[src/rtl/weight_delta.sv]
// -----------------------------------------------------------------------------
// weight_delta
//
// Back-propagates an error delta through one fully connected layer. For each
// previous-layer lane p the block forms
//    oData(p) = sum over c of reduce((W(c,p) * delta(c)) >>> (WF-1))
// one term per cycle, all NP lanes in parallel.
//
// Weights are WF-bit signed values with WF-1 fraction bits; deltas are
// WD = WI+WF bit signed values with WF fraction bits, so shifting the product
// right by WF-1 returns it to the delta format.
//
// Configuration:
//    WEIGHT_DELTA_SAT_EN  defined   -> each shifted product saturates to WD bits
//                         undefined -> each shifted product wraps to WD bits
//
// Ports:
//    iCLK, iRST                 clock, asynchronous active-low reset
//    iValid_AM_Weight           weight word valid
//    oReady_AM_Weight           weight word accepted (joined with delta)
//    iData_AM_Weight            NC*NP*WF, element (c,p) at [(c*NP+p)*WF +: WF]
//    iValid_AM_Delta            delta word valid
//    oReady_AM_Delta            delta word accepted (joined with weight)
//    iData_AM_Delta             NC*WD, element c at [c*WD +: WD]
//    oValid_BM_Delta            result valid (high while in DONE)
//    iReady_BM_Delta            downstream accepts the result
//    oData_BM_Delta             NP*WO, lane p at [p*WO +: WO]
// -----------------------------------------------------------------------------
module weight_delta #(
   parameter  int NP = 4,
   parameter  int NC = 4,
   parameter  int WI = 4,
   parameter  int WF = 4,
   localparam int WD = WI + WF,
   localparam int WO = $clog2(NC) + WI + WF
) (
   input  logic                  iCLK,
   input  logic                  iRST,
   input  logic                  iValid_AM_Weight,
   output logic                  oReady_AM_Weight,
   input  logic [NC*NP*WF-1:0]   iData_AM_Weight,
   input  logic                  iValid_AM_Delta,
   output logic                  oReady_AM_Delta,
   input  logic [NC*WD-1:0]      iData_AM_Delta,
   output logic                  oValid_BM_Delta,
   input  logic                  iReady_BM_Delta,
   output logic [NP*WO-1:0]      oData_BM_Delta
);

   localparam int KW = $clog2(NC);
   // Full product width; the true product of a WF-bit and a WD-bit value fits.
   localparam int WP = WF + WD;

`ifdef WEIGHT_DELTA_SAT_EN
   localparam logic signed [WP-1:0] SAT_MAX = {{(WP-WD+1){1'b0}}, {(WD-1){1'b1}}};
   localparam logic signed [WP-1:0] SAT_MIN = {{(WP-WD+1){1'b1}}, {(WD-1){1'b0}}};
`endif

   typedef enum logic [1:0] {
      IDLE,
      ACCUM,
      DONE
   } stateT;

   stateT                  state;
   stateT                  nextState;
   logic                   accept;
   logic                   lastTerm;
   logic [KW-1:0]          termIdx;
   logic [NC*NP*WF-1:0]    weightReg;
   logic [NC*WD-1:0]       deltaReg;
   logic signed [WO-1:0]   acc      [NP];

   logic signed [WD-1:0]   deltaSel;
   logic signed [WF-1:0]   weightSel [NP];
   logic signed [WP-1:0]   prod      [NP];
   logic signed [WP-1:0]   shifted   [NP];
   logic signed [WD-1:0]   term      [NP];

   // -------------------------------------------------------------------------
   // Next-state and handshake decode
   // -------------------------------------------------------------------------
   assign lastTerm = (termIdx == KW'(NC - 1));

   // NOTE: every output of a combinational block gets a default first, so no
   // path through the case statement leaves a value held (no latch inferred).
   always_comb begin
      nextState       = state;
      // Reset is folded in so the ready outputs are low while iRST is held,
      // even if both valids are already asserted upstream.
      accept          = iRST && (state == IDLE) && iValid_AM_Weight && iValid_AM_Delta;
      oValid_BM_Delta = (state == DONE);
      case (state)
         IDLE:    if (accept)          nextState = ACCUM;
         ACCUM:   if (lastTerm)        nextState = DONE;
         DONE:    if (iReady_BM_Delta) nextState = IDLE;
         default:                      nextState = IDLE;
      endcase
   end

   // Both inputs are joined: neither word is taken without the other.
   assign oReady_AM_Weight = accept;
   assign oReady_AM_Delta  = accept;

   // -------------------------------------------------------------------------
   // Per-lane term for the current index k
   // -------------------------------------------------------------------------
   always_comb begin
      deltaSel = deltaReg[int'(termIdx)*WD +: WD];
      for (int p = 0; p < NP; p++) begin
         weightSel[p] = weightReg[(int'(termIdx)*NP + p)*WF +: WF];
         prod[p]      = WP'(weightSel[p]) * WP'(deltaSel);
         // Arithmetic shift: floors toward minus infinity for negative products.
         shifted[p]   = prod[p] >>> (WF - 1);
`ifdef WEIGHT_DELTA_SAT_EN
         if (shifted[p] > SAT_MAX)
            term[p] = SAT_MAX[WD-1:0];
         else if (shifted[p] < SAT_MIN)
            term[p] = SAT_MIN[WD-1:0];
         else
            term[p] = WD'(shifted[p]);
`else
         term[p] = WD'(shifted[p]);
`endif
      end
   end

   // -------------------------------------------------------------------------
   // State, counter, operand and accumulator registers
   // -------------------------------------------------------------------------
   // NOTE: sequential state uses non-blocking assignments so every register
   // samples pre-edge values regardless of statement order.
   always_ff @(posedge iCLK or negedge iRST) begin
      if (!iRST) begin
         state     <= IDLE;
         termIdx   <= '0;
         // NOTE: the operand words are plain registers, not a RAM, so they are
         // reset with the rest; an aborted operation leaves nothing behind.
         weightReg <= '0;
         deltaReg  <= '0;
         for (int p = 0; p < NP; p++) acc[p] <= '0;
      end else begin
         state <= nextState;
         case (state)
            IDLE: begin
               if (accept) begin
                  weightReg <= iData_AM_Weight;
                  deltaReg  <= iData_AM_Delta;
                  termIdx   <= '0;
                  for (int p = 0; p < NP; p++) acc[p] <= '0;
               end
            end
            ACCUM: begin
               // WO leaves $clog2(NC) guard bits over a WD-bit term, so the
               // sum of NC terms cannot overflow.
               for (int p = 0; p < NP; p++) acc[p] <= acc[p] + WO'(term[p]);
               termIdx <= termIdx + KW'(1);
            end
            default: ;
         endcase
      end
   end

   // Accumulators are only written in ACCUM, so the result holds in DONE.
   always_comb begin
      oData_BM_Delta = '0;
      for (int p = 0; p < NP; p++) oData_BM_Delta[p*WO +: WO] = acc[p];
   end

endmodule
[config.mk]
export PLATFORM = sky130hd
export DESIGN_NAME = weight_delta
export DESIGN_NICKNAME = d
export VERILOG_FILES = /design/src/rtl/weight_delta.sv
export SDC_FILE = /design/constraint.sdc
export NUM_CORES = 1
export LEC_CHECK = 0
export CAP_MARGIN = 10
export CELL_PAD_IN_SITES_DETAIL_PLACEMENT = 0
export CELL_PAD_IN_SITES_GLOBAL_PLACEMENT = 2
export CORE_MARGIN = 3
export CORE_UTILIZATION = 40
export CTS_BUF_LIST = sky130_fd_sc_hd__clkbuf_16
export CTS_CLUSTER_SIZE = 25
export DETAILED_ROUTE_END_ITERATION = 8
export GPL_TIMING_DRIVEN = 0
export PLACE_DENSITY = 0.9
export SLEW_MARGIN = 20
export SYNTH_ARGS = -nofsm -noshare
export SYNTH_HDL_FRONTEND = slang
export SYNTH_SLANG_ARGS = --single-unit
[constraint.sdc]
create_clock -name iCLK -period 9.2 [get_ports iCLK]
set_clock_uncertainty 0.1 [all_clocks]
set_input_delay 1.84 -clock iCLK [delete_from_list [all_inputs] [get_ports iCLK]]
set_output_delay 1.84 -clock iCLK [all_outputs]
set_load 0.01 [all_outputs]
# Word-level counts from Yosys, hierarchy flattened

Index checks and enable logic that the tools add are counted.

Bits in registers: 140
Logic and storage cells: 47
Input port bits: 101
Output and inout port bits: 43

Equal/unequal tests: 6
Mux-type cells: 8
Multipliers: 4
Reduce and logical (&&, ||, !) cells: 8
Add/subtract/negate cells: 8
Shift-type cells: 5

Operator list:

| operator              | count |
|---|---|
| $shiftx A64 B8 Y4     | 3 |
| $pmux W40 S2          | 1 |
| $shiftx A64 B7 Y4     | 1 |
| $mul A4 B8 Y11        | 4 |
| $add A10 B8 Y10       | 4 |
| $mux W40              | 1 |
| $shiftx A32 B6 Y8     | 1 |
| $add A4 B2 Y5 const B | 2 |
| $mux W2               | 4 |
| $pmux W2 S3           | 1 |
| $add A4 B1 Y5 const B | 1 |
| $eq A2 B2 Y1 const B  | 2 |
| $ne A2 B2 Y1 const B  | 2 |
| $pmux W2 S2           | 1 |
| $reduce_and A2 Y1     | 2 |
| $logic_and A1 B1 Y1   | 3 |
| $reduce_and A3 Y1     | 1 |
| $add A2 B1 Y2 const B | 1 |
| $eq A2 B1 Y1 const B  | 1 |
| $logic_not A2 Y1      | 1 |
| $ne A2 B1 Y1 const B  | 1 |
| $reduce_bool A2 Y1    | 1 |

# Logic depth before layout (Yosys ltp)

Word-level depth: 6
Mapped depth: 26
Gate-level depth less buffers: 22

# Worst setup path after synthesis

No wires, ideal clock.

Kind: reg2reg
Start: register termIdx[0]
End: register acc (netlist bit oData_BM_Delta[19])
Cell stages (with the launch flop): 24
Path slack: 2.973 ns
Path buffers: 3
Library setup time: 0.083 ns
Required time: 9.017 ns
Clock period less this slack: 6.227 ns
Arrival: 6.045 ns
Path through: dfrtp_1 > buf_6 > buf_12 > buf_2 > mux4_2 > or2_2 > fa_1 > fa_1 > fa_1 > inv_1 > ha_1 > fa_1 > a21o_1 > a21oi_1 > o21bai_1 > a21oi_1 > xnor2_1 > ha_1 > or3_1 > o21ai_0 > o21ai_0 > xnor2_1 > or3_1 > o21ai_0

Cells in the longest elaborated chain, start to end: 5
Elaborated cells between the ends (all ways): 6
Those cells by class: 2 x add/sub; 1 x mul; 2 x shift; 1 x mux

RTL lines:

| item                     | line | text |
|---|---|---|
| start: declaration       | 69   | `logic [KW-1:0] termIdx;` |
| start signal: assignment | 157  | `termIdx <= termIdx + KW'(1);` |
| $add A4 B1 Y5            | 111  | `weightSel[p] = weightReg[(int'(termIdx)*NP + p)*WF +: WF];` |
| $shiftx A64 B8 Y4        | 111  |  |
| $mul A4 B8 Y11 (*)       | 112  | `prod[p] = WP'(weightSel[p]) * WP'(deltaSel);` |
| $add A10 B8 Y10 (*)      | 156  | `for (int p = 0; p < NP; p++) acc[p] <= acc[p] + WO'(term[p]);` |
| $pmux W40 S2 (*)         | 144  | `case (state)` |
| end: declaration         | 72   | `logic signed [WO-1:0] acc [NP];` |

Mark *: on every way between the ends. The rest lies on a longest branch, timed or not.
A chain may end at the register's enable or synchronous reset.

# Worst setup path after layout

Start: input iValid_AM_Delta
End: output oReady_AM_Weight

Cells in the longest elaborated chain, start to end: 1

RTL lines:

| item                | line | text |
|---|---|---|
| start: declaration  | 42   | `input logic iValid_AM_Delta,` |
| $logic_and A1 B1 Y1 | 91   | `accept = iRST && (state == IDLE) && iValid_AM_Weight && iValid_AM_Delta;` |
| end: declaration    | 40   | `output logic oReady_AM_Weight,` |

No other way between the ends.

==> impl_metrics.json <==
{
  "crit_start": "iValid_AM_Delta",
  "track_usage_pct": 18.8,
  "layout.cells.most_common_list": "clkdlybuf4s50_1, dfrtp_1, mux2_2",
  "dr.pass1.iters": 5,
  "timing.fmax_ghz": 0.132,
  "cp.required_ns": 7.26,
  "cp-start-kind": "primary input",
  "r2r-start": "termIdx[0]",
  "netlist_instances": 958,
  "busiest_layer": "met2",
  "cts_hold_buf": 0,
  "fin_setup_tns_ns": 0,
  "antenna_found_initial": 0,
  "via_count": 7589,
  "cp-endpoint": "oReady_AM_Weight",
  "use_met1_pct": 27.6,
  "nNetsFinal": 1388,
  "fin_cells": 1469,
  "r2r_cells": 24,
  "crit_fanout": 11,
  "maxCapViolCount": 0,
  "grt_pass1_vias": 7888,
  "fin_util_pct": 50.3,
  "cts_tree": "built",
  "diodes": 0,
  "postCtsSetupRepairBufs": 0,
  "whs_ns": 0.403,
  "ys_seq_elements": 140,
  "r2r_slack_ns": 2.09,
  "dieHeight_microns": 170,
  "dr.first_iter.drc_count": 341,
  "use_met2_pct": 29.2,
  "layout.cells.most_common": "clkdlybuf4s50_1",
  "antenna_left": 0,
  "min_period_ns": 7.56,
  "yosysUniqueCellTypes": 41,
  "syn_avg_cell_area_sq_um": 11.2,
  "coreArea_sq_um": 26300,
  "slew_violations": 0,
  "fin_crit_sh_pct": 82.1,
  "drc": 0,
  "yosys_warnings": 0,
  "finalHoldViolCount": 0,
  "crit_arrival_ns": 5.62,
  "synth-edff-count": 0,
  "cts_inserted_buffers": 17,
  "rows": 59,
  "r2r-end": "oData_BM_Delta[19]",
  "boundaryPins": 144,
  "place.detailed.hpwl_mm": 20.5,
  "numPortBuffers": 143,
  "grt_max_degree": 97,
  "drive_gt1_share_pct": 14.5,
  "ys_seq_area_share_pct": 32.6,
  "wire_per_inst_microns": 18.0,
  "setup_viol_count_final": 0,
  "syn_area_sq_um": 10800,
  "root_buffer": "clkbuf_16",
  "cp-end-kind": "primary output",
  "die-area_sq_um": 28900,
  "clockBufferDepth": 2,
  "crit_type": "in2out",
  "dp_cells": 1437,
  "grt-ovfl-total": 0,
  "syn_nets": 1225,
  "clkLatencyLatePin_ns": 0.43,
  "cts_sinks": 140,
  "hp-class": "reg2reg",
  "grtUsageMet3_pct": 3.04,
  "outcome": "finished, final reports clean",
  "gp_congestion": 0.795,
  "slew_headroom_pct": 45.0,
  "htreeDepth": 4,
  "worst_slew_pin_slew_ns": 0.822,
  "fillers": 2348,
  "via_per_inst": 5.17,
  "rsz0062_at_grt": "false",
  "synthFlopType": "dfrtp_1",
  "die_w_microns": 170,
  "cts.repair.resized": 0,
  "async_flop_share_pct": 100,
  "path_clk_slew_ns": 0.07,
  "start_util_pct": 40.9,
  "syn2layout_area_growth_pct": 22.8,
  "wl_mm": 26.4,
  "grt_pass1_wl_mm": 42.7
}
## worst max-delay path: stages
cell and delay, ns:
clkdlybuf4s50_1 0.46, nand4b_1 0.16, nor2_1 0.67, clkbuf_1 0.61
clkbuf_1 0.52, buf_1 0.61, buf_4 0.21, clkdlybuf4s50_1 0.52
## worst min path at each step
stage                             start             to  slack [ns]  cells past startpoint
after CTS                 weightReg[26]  weightReg[26]        0.41                      1
after floorplan            deltaReg[15]   deltaReg[15]        0.37                      1
final                     weightReg[50]  weightReg[50]        0.40                      1
after global routing       weightReg[6]   weightReg[6]        0.42                      1
after global placement    weightReg[38]  weightReg[38]        0.38                      1
after detailed placement  weightReg[26]  weightReg[26]        0.39                      1
## flip-flops by register name, indices dropped and copies added (netlist names)
signal and cells:
weightReg 64, oData_BM_Delta 40, state 2, termIdx 2
deltaReg 32
## cell type report
type / count / area (sq um) / share of cell area, %
buffer: 38 / 188 / 1.42
clock buffer: 17 / 425 / 3.22
clock inverter: 15 / 141 / 1.07
inverter: 55 / 206 / 1.56
multi-input combinational: 725 / 6860 / 52.0
sequential: 140 / 3500 / 26.5
tap: 335 / 419 / 3.17
timing repair buffer: 144 / 1460 / 11.1
## kinds of logic (layout without fill, tap and decap cells)
kind of cell	Yosys count	after routing	synth area share, %
simple gates	228	228	10.4
fa+ha+maj	166	166	24.0
flops	140	140	32.6
compound gates	136	136	7.82
mux	132	132	15.9
buf+inv	93	269	3.66
xor+xnor	63	63	5.64
## synth_stat cells (2+ instances only)
| library cell | n | area, sq um |
|---|---|---|
| mux4_2 | 17 | 383 |
| xnor3_1 | 4 | 90.1 |
| and3_1 | 4 | 25.0 |
| nor2b_1 | 6 | 37.5 |
| or2_2 | 4 | 25.0 |
| or3_1 | 6 | 37.5 |
| inv_1 | 55 | 206 |
| o21ai_0 | 36 | 180 |
| mux4_1 | 3 | 78.8 |
| o32ai_1 | 9 | 78.8 |
| buf_6 | 2 | 22.5 |
| nor3_1 | 7 | 35.0 |
| o21a_1 | 6 | 45.0 |
| fa_1 | 68 | 1360 |
| buf_4 | 3 | 22.5 |
| ha_1 | 98 | 1230 |
| a21boi_0 | 2 | 15.0 |
| buf_2 | 2 | 10.0 |
| nand2_1 | 71 | 267 |
| o21bai_1 | 5 | 37.5 |
| nand3_1 | 4 | 20.0 |
| dfrtp_1 | 140 | 3500 |
| xor2_1 | 23 | 201 |
| o41ai_1 | 5 | 43.8 |
| nor2_1 | 47 | 176 |
| mux2_2 | 100 | 1130 |
| nand2b_1 | 6 | 37.5 |
| xnor2_1 | 36 | 315 |
| clkbuf_1 | 29 | 109 |
| o22ai_1 | 23 | 144 |
| a21o_1 | 14 | 105 |
| mux2i_1 | 12 | 120 |
| and2_1 | 72 | 450 |
| a21oi_1 | 32 | 160 |
## through the flow
step / area [sq um] / setup WS (ns)
after global placement: 12600 / -4.10
after detailed placement: 12600 / 1.61
after global routing: 13200 / 1.40
final: 13200 / 1.64
after CTS: 13200 / 1.59
after floorplan: 10800 / 2.97
## routing by layer
metal | vias to the layer above | wire (microns)
met4 | 0 | 261
met2 | 176 | 11800
li1 | 3648 | -
met3 | 17 | 1230
met5 | - | 0
met1 | 3748 | 13100
Power is not shown: default switching activity piles up to over one toggle a cycle in this logic, so the estimate is an artifact.
